[src/rtl/pc_mar_counter_if.sv]
// Bus bundle between the sequencer and the PC/MAR pair: load/increment strobes in,
// address values and PC carry/terminal-count status out.
interface pc_mar_counter_if #(
    parameter int WIDTH = 16
);
    logic [WIDTH-1:0]   bus_in;
    logic               pc_load;
    logic               pc_inc;
    logic               mar_load;
    logic               mar_inc;
    logic [WIDTH-1:0]   pc_q;
    logic [WIDTH-1:0]   mar_q;
    logic               pc_tc;
    logic [WIDTH/4-1:0] nib_carry;
    logic               pc_wrap;

    modport master (
        output bus_in, pc_load, pc_inc, mar_load, mar_inc,
        input  pc_q, mar_q, pc_tc, nib_carry, pc_wrap
    );

    modport slave (
        input  bus_in, pc_load, pc_inc, mar_load, mar_inc,
        output pc_q, mar_q, pc_tc, nib_carry, pc_wrap
    );
endinterface

[src/rtl/pc_mar_counter.sv]
// Program counter built as cascaded 4-bit synchronous counter stages, plus an
// independent memory address register; PC feeds mux A inputs, MAR feeds mux B inputs.
module pc_mar_counter #(
    parameter int               WIDTH   = 16,
    parameter logic [WIDTH-1:0] RST_VEC = '0
) (
    input  logic               clk,
    input  logic               rst,
    pc_mar_counter_if.slave    bus
);
    localparam int NIBS = WIDTH / 4;

    logic [WIDTH-1:0] pc_cnt_q,  pc_cnt_d;
    logic [WIDTH-1:0] mar_reg_q, mar_reg_d;
    logic             wrap_q,    wrap_d;
    logic [NIBS-1:0]  nib_en;
    logic [NIBS-1:0]  carry;
    logic [WIDTH-1:0] pc_plus1;

    // Ripple cascade: a stage counts only when every lower stage is at 0xF.
    always_comb begin
        nib_en   = '0;
        carry    = '0;
        pc_plus1 = pc_cnt_q;
        nib_en[0] = bus.pc_inc;
        carry[0]  = nib_en[0] & (&pc_cnt_q[3:0]);
        if (nib_en[0]) begin
            pc_plus1[3:0] = pc_cnt_q[3:0] + 4'd1;
        end
        for (int i = 1; i < NIBS; i++) begin
            nib_en[i] = carry[i-1];
            carry[i]  = nib_en[i] & (&pc_cnt_q[i*4 +: 4]);
            if (nib_en[i]) begin
                pc_plus1[i*4 +: 4] = pc_cnt_q[i*4 +: 4] + 4'd1;
            end
        end
    end

    always_comb begin
        pc_cnt_d  = pc_cnt_q;
        mar_reg_d = mar_reg_q;
        wrap_d    = 1'b0;
        if (bus.pc_load) begin
            pc_cnt_d = bus.bus_in;
        end else if (bus.pc_inc) begin
            pc_cnt_d = pc_plus1;
            wrap_d   = carry[NIBS-1];
        end
        if (bus.mar_load) begin
            mar_reg_d = bus.bus_in;
        end else if (bus.mar_inc) begin
            mar_reg_d = mar_reg_q + {{(WIDTH-1){1'b0}}, 1'b1};
        end
    end

    always_ff @(posedge clk) begin
        if (rst) begin
            pc_cnt_q  <= RST_VEC;
            mar_reg_q <= '0;
            wrap_q    <= 1'b0;
        end else begin
            pc_cnt_q  <= pc_cnt_d;
            mar_reg_q <= mar_reg_d;
            wrap_q    <= wrap_d;
        end
    end

    assign bus.pc_q      = pc_cnt_q;
    assign bus.mar_q     = mar_reg_q;
    assign bus.nib_carry = carry;
    assign bus.pc_tc     = carry[NIBS-1];
    assign bus.pc_wrap   = wrap_q;
endmodule

[src/flat_wrapper.sv]
// flat-port wrapper written by rule: the top's interface ports become plain ports
module pc_mar_counter_flat 
#(
    parameter int               WIDTH   = 16,
    parameter logic [WIDTH-1:0] RST_VEC = '0
)
  (clk, rst, bus_bus_in, bus_pc_load, bus_pc_inc, bus_mar_load, bus_mar_inc, bus_pc_q, bus_mar_q, bus_pc_tc, bus_nib_carry, bus_pc_wrap);
  pc_mar_counter_if #(.WIDTH(WIDTH)) bus_i ();
  input  logic clk;
  input  logic rst;
  input wire logic [$bits(bus_i.bus_in)-1:0] bus_bus_in;
  input wire logic [$bits(bus_i.pc_load)-1:0] bus_pc_load;
  input wire logic [$bits(bus_i.pc_inc)-1:0] bus_pc_inc;
  input wire logic [$bits(bus_i.mar_load)-1:0] bus_mar_load;
  input wire logic [$bits(bus_i.mar_inc)-1:0] bus_mar_inc;
  output wire logic [$bits(bus_i.pc_q)-1:0] bus_pc_q;
  output wire logic [$bits(bus_i.mar_q)-1:0] bus_mar_q;
  output wire logic [$bits(bus_i.pc_tc)-1:0] bus_pc_tc;
  output wire logic [$bits(bus_i.nib_carry)-1:0] bus_nib_carry;
  output wire logic [$bits(bus_i.pc_wrap)-1:0] bus_pc_wrap;
  assign bus_i.bus_in = bus_bus_in;
  assign bus_i.pc_load = bus_pc_load;
  assign bus_i.pc_inc = bus_pc_inc;
  assign bus_i.mar_load = bus_mar_load;
  assign bus_i.mar_inc = bus_mar_inc;
  assign bus_pc_q = bus_i.pc_q;
  assign bus_mar_q = bus_i.mar_q;
  assign bus_pc_tc = bus_i.pc_tc;
  assign bus_nib_carry = bus_i.nib_carry;
  assign bus_pc_wrap = bus_i.pc_wrap;
  pc_mar_counter #(.WIDTH(WIDTH), .RST_VEC(RST_VEC)) u_core (.clk(clk), .rst(rst), .bus(bus_i));
endmodule
[config.mk]
export PLATFORM = sky130hd
export DESIGN_NAME = pc_mar_counter_flat
export DESIGN_NICKNAME = d
export VERILOG_FILES = /design/src/rtl/pc_mar_counter_if.sv /design/src/rtl/pc_mar_counter.sv /design/src/flat_wrapper.sv
export SDC_FILE = /design/constraint.sdc
export NUM_CORES = 1
export LEC_CHECK = 0
export BUFFER_PORTS_ARGS = -buffer_cell sky130_fd_sc_hd__buf_2
export CAP_MARGIN = 40
export CELL_PAD_IN_SITES_DETAIL_PLACEMENT = 1
export CELL_PAD_IN_SITES_GLOBAL_PLACEMENT = 1
export CORE_ASPECT_RATIO = 0.6
export CORE_MARGIN = 5
export CORE_UTILIZATION = 39
export DETAILED_ROUTE_END_ITERATION = 10
export PLACE_DENSITY_LB_ADDON = 0.1
export SLEW_MARGIN = 10
export SYNTH_ARGS = -nofsm -noshare
export SYNTH_HDL_FRONTEND = slang
export SYNTH_SLANG_ARGS = --single-unit
[constraint.sdc]
create_clock -name clk -period 2.7 [get_ports clk]
set_input_delay 0.135 -clock clk [delete_from_list [all_inputs] [get_ports clk]]
set_output_delay 0.135 -clock clk [all_outputs]
set_load 0.1 [all_outputs]
==> flow_metrics.env <==
export IMPL_status="finished clean"
export IMPL_synth_compound_gate_area_share_pct=16.44
export IMPL_timing_critical_path_depth=5
export IMPL_worst_r2r_startpoint="u_core.bus.mar_q[2]"
export IMPL_placed_cell_area_mm2=0.002157
export IMPL_ys_flop_type="dfxtp_1"
export IMPL_post_place_ws_ns=0.8463
export IMPL_crit_path_cell_trace="ha_1 > nand3_2 > nor3_4 > and4_4 > buf_2"
export IMPL_synthXorXnorAreaFrac_pct=11.31
export IMPL_gr_total_overflow=0
export IMPL_async_set_or_reset_register_ratio_after_synthesis_pct=0
export IMPL_antenna_violating_nets_post_route=0
export IMPL_cts_sink_count=33
export IMPL_final_net_count=293
export IMPL_r2r_end="u_core.bus.mar_q[15]"
export IMPL_hold_slack_ns=0.1010
export IMPL_seqPwrFrac_pct=42.7
export IMPL_timing_worst_slew_pin_value_ns=0.6962
export IMPL_post_place_cells=322
export IMPL_grt_pass1_vias=1664
export IMPL_cts_hold_fix_buffers=0
export IMPL_synth_top_family_by_area="simple AND/OR/NAND/NOR gates"
export IMPL_count_of_port_buffers_added_during_placement=59
export IMPL_post_route_drc_count=0
export IMPL_routabilityCongestion=0.7954
export IMPL_syn_num_nets=240
export IMPL_yosys_area_share_adder_pct=3.514
export IMPL_crit_path_max_incr_delay_ns=0.43
export IMPL_grt_max_degree=34
export IMPL_setup_reg_to_reg_worst_slack_ns=1.01
export IMPL_placement_rows=19
export IMPL_final_max_slew_violation_count=0
export IMPL_grt_usage_pct=16.52
export IMPL_p_sw_uw=543.5
export IMPL_power_ir_vdd_worst_v=0.0003226
export IMPL_finalCritPeriodShare_pct=80.34
export IMPL_post_cts_setup_buffer_count=0
export IMPL_ctsLongestPathBuffers=2
export IMPL_critical_path_arrival_ns=2.03
export IMPL_avgSynthCellArea_um2=8.359
export IMPL_die_height_um=62.34
export IMPL_worstPathMaxFanout=7
export IMPL_post_route_worst_setup_slack_ns=0.5309
export IMPL_worst_setup_hold_path_clk_slew_ns=0.07
export IMPL_final_cell_count_no_fill=330
export IMPL_grt_pass1_wl_um=8224
export IMPL_maxClockFrequency_ghz=0.4610
export IMPL_die_width_um=97.23
export IMPL_rsz_0062_raised_after_global_routing="false"
export IMPL_hold_vio_cnt_final=0
export IMPL_crit_type="reg -> out"
export IMPL_detail_route_vias_per_cell=5.109
export IMPL_antennaDiodeCount=0
export IMPL_crit_path_start_kind="register"
export IMPL_sw_frac_of_total_pct=41.37
export IMPL_muxShareOfSynthArea_pct=2.249
export IMPL_cp_num_buf_inv=1
export IMPL_die_area_mm2=0.006061
export IMPL_worstSetupStartpoint="u_core.bus.pc_q[4]"
export IMPL_coreArea_mm2=0.004493
export IMPL_power_density_mw_per_mm2=586.9
export IMPL_routed_wire_length_per_instance_um=15.01
export IMPL_finalSetupViolCount=0
export IMPL_critical_path_top_delay_family="simple AND/OR/NAND/NOR gates"
export IMPL_clk_insertion_delay_late_ns=0.29
export IMPL_critical_path_required_ns=2.57
export IMPL_cts_resized_gates=0
export IMPL_syn2layout_area_growth_pct=25.72
export IMPL_synth_edf_count=0
export IMPL_drive_gt1_share_pct=32.21
export IMPL_final_period_minus_worst_setup_slack_ns=2.169
export IMPL_layout_cells_most_common_list="buf_2, dfxtp_1, nor2_1, nand2_1"
export IMPL_cts_tree="yes"
export IMPL_worst_hold_class="in -> reg"
export IMPL_vias=1686
export IMPL_comb_pwr_share_pct=30.3
export IMPL_synthSimpleGateAreaFrac_pct=23.40
export IMPL_cell_with_the_largest_stage_delay_on_the_worst_path="buf_2"
export IMPL_dr_pass1_iters=4
export IMPL_drt_initial_drc_count=45
export IMPL_initial_antenna_violation_count=0
export IMPL_clock_tree_skew_after_final_layout_ns=0.01160
export IMPL_synth_yosys_seq_area_share_pct=37.10
export IMPL_total_leakage_power_uw=0.0009916
export IMPL_cp_end_kind="primary output"
export IMPL_dpl_hpwl_um=3878
export IMPL_clock_power_share_pct=27.0
export IMPL_final_non_filler_cell_area_mm2=0.002238
export IMPL_ctsRootBufferMaster="clkbuf_8"
export IMPL_io_pins=60
export IMPL_worst_r2r_path_depth=4
export IMPL_yosys_synthesis_warning_count=0
export IMPL_slew_limit_headroom_pct=53.53
export IMPL_postRouteWirelength_um=4952
export IMPL_layout_commonest_cell="buf_2"
export IMPL_initial_utilization_pct=39.63
export IMPL_drv_max_cap_violation_count=0
export IMPL_tritoncts_num_buffers=5
export IMPL_worstSetupEndpoint="bus_pc_tc"
export IMPL_syn_cell_area_mm2=0.001780
export IMPL_ys_seq_elements=33
export IMPL_power_report_internal_total_uw=770.2
export IMPL_syn_instance_count=213
export IMPL_ctsHtreeMaxLevel=2
export IMPL_synth_cell_types=33
[area by class of cell]
cell class	count	area, um2
flip-flops and latches	33	705.7
inverters	12	45.04
repair buffers	59	295.3
fillers	570	2255
multi-input cells	155	1032
well taps	63	78.83
clock buffers	5	68.82
clock inverters	3	12.51
[kinds of logic (layout without fill, tap and decap cells)]
| group | count (synthesis) | count (layout) |
|---|---|---|
| AND/OR/NAND/NOR | 78 | 78 |
| AO/OA/AOI/OAI | 45 | 45 |
| XOR/XNOR | 23 | 23 |
| buffers and inverters | 25 | 79 |
| flip-flops | 33 | 33 |
| adder cells (fa/ha/maj) | 5 | 5 |
| multiplexers | 4 | 4 |
[per-stage QoR]
stage / util (%) / power [uW] / TNS, ns
2_1_floorplan: - / 896.0 / -0.1248
3_3_place_gp: 48.01 / 969.0 / 0
3_5_place_dp: 48.01 / 973.2 / 0
4_1_cts: 49.82 / 1327 / 0
5_1_grt: 49.82 / 1380 / 0
6_report: 49.82 / 1314 / 0
[worst min path at each step]
stage             startpoint  depth (start not counted)  slack [ns]                   to
2_1_floorplan  bus_bus_in[2]                          2        0.26   u_core.bus.pc_q[2]
3_3_place_gp   bus_bus_in[2]                          3        0.39   u_core.bus.pc_q[2]
3_5_place_dp   bus_bus_in[1]                          3        0.39   u_core.bus.pc_q[1]
4_1_cts        bus_bus_in[2]                          3         0.1   u_core.bus.pc_q[2]
5_1_grt        bus_bus_in[1]                          3        0.10   u_core.bus.pc_q[1]
6_report       bus_bus_in[1]                          3        0.10  u_core.bus.mar_q[1]
[flip-flops by register name, indices dropped and copies added, names as in the netlist]
name                flops
u_core.bus.pc_wrap      1
u_core.bus.mar_q       16
u_core.bus.pc_q        16
[tightest hold or removal path, cell delays in order]
cell,delay (ns)
buf_2,0.09
a21oi_1,0.06
nor2_1,0.07
[power by group through the flow]
stage / combinational [uW] / sequential (uW) / clock [uW]
after floorplan: 94.9 / 801 / 0
after global placement: 399 / 570 / 0
after detailed placement: 402 / 572 / 0
after CTS: 403 / 561 / 364
after global routing: 420 / 567 / 393
final: 399 / 561 / 354
[layer usage]
layer,vias up,track usage (%),part of all wire [%]
met5,-,0,0
met4,0,3.627,0.75
met3,5,5.481,5.1
met2,36,25.77,44
met1,791,22.27,50
li1,854,-,-
[cell usage after synthesis (6+ instances only)]
master | number | area (um2)
a211oi_1 | 11 | 82.58
a21o_1 | 10 | 75.07
a21oi_1 | 16 | 80.08
clkbuf_1 | 10 | 37.54
dfxtp_1 | 33 | 660.6
inv_1 | 12 | 45.04
nand2_1 | 19 | 71.32
nand3_1 | 8 | 40.04
nand4_1 | 6 | 37.54
nor2_1 | 20 | 75.07
nor3_1 | 7 | 35.03
nor4_1 | 7 | 43.79
xnor2_1 | 16 | 140.1
xor2_1 | 7 | 61.31
Note: power is estimated with default switching activity, not from simulation.
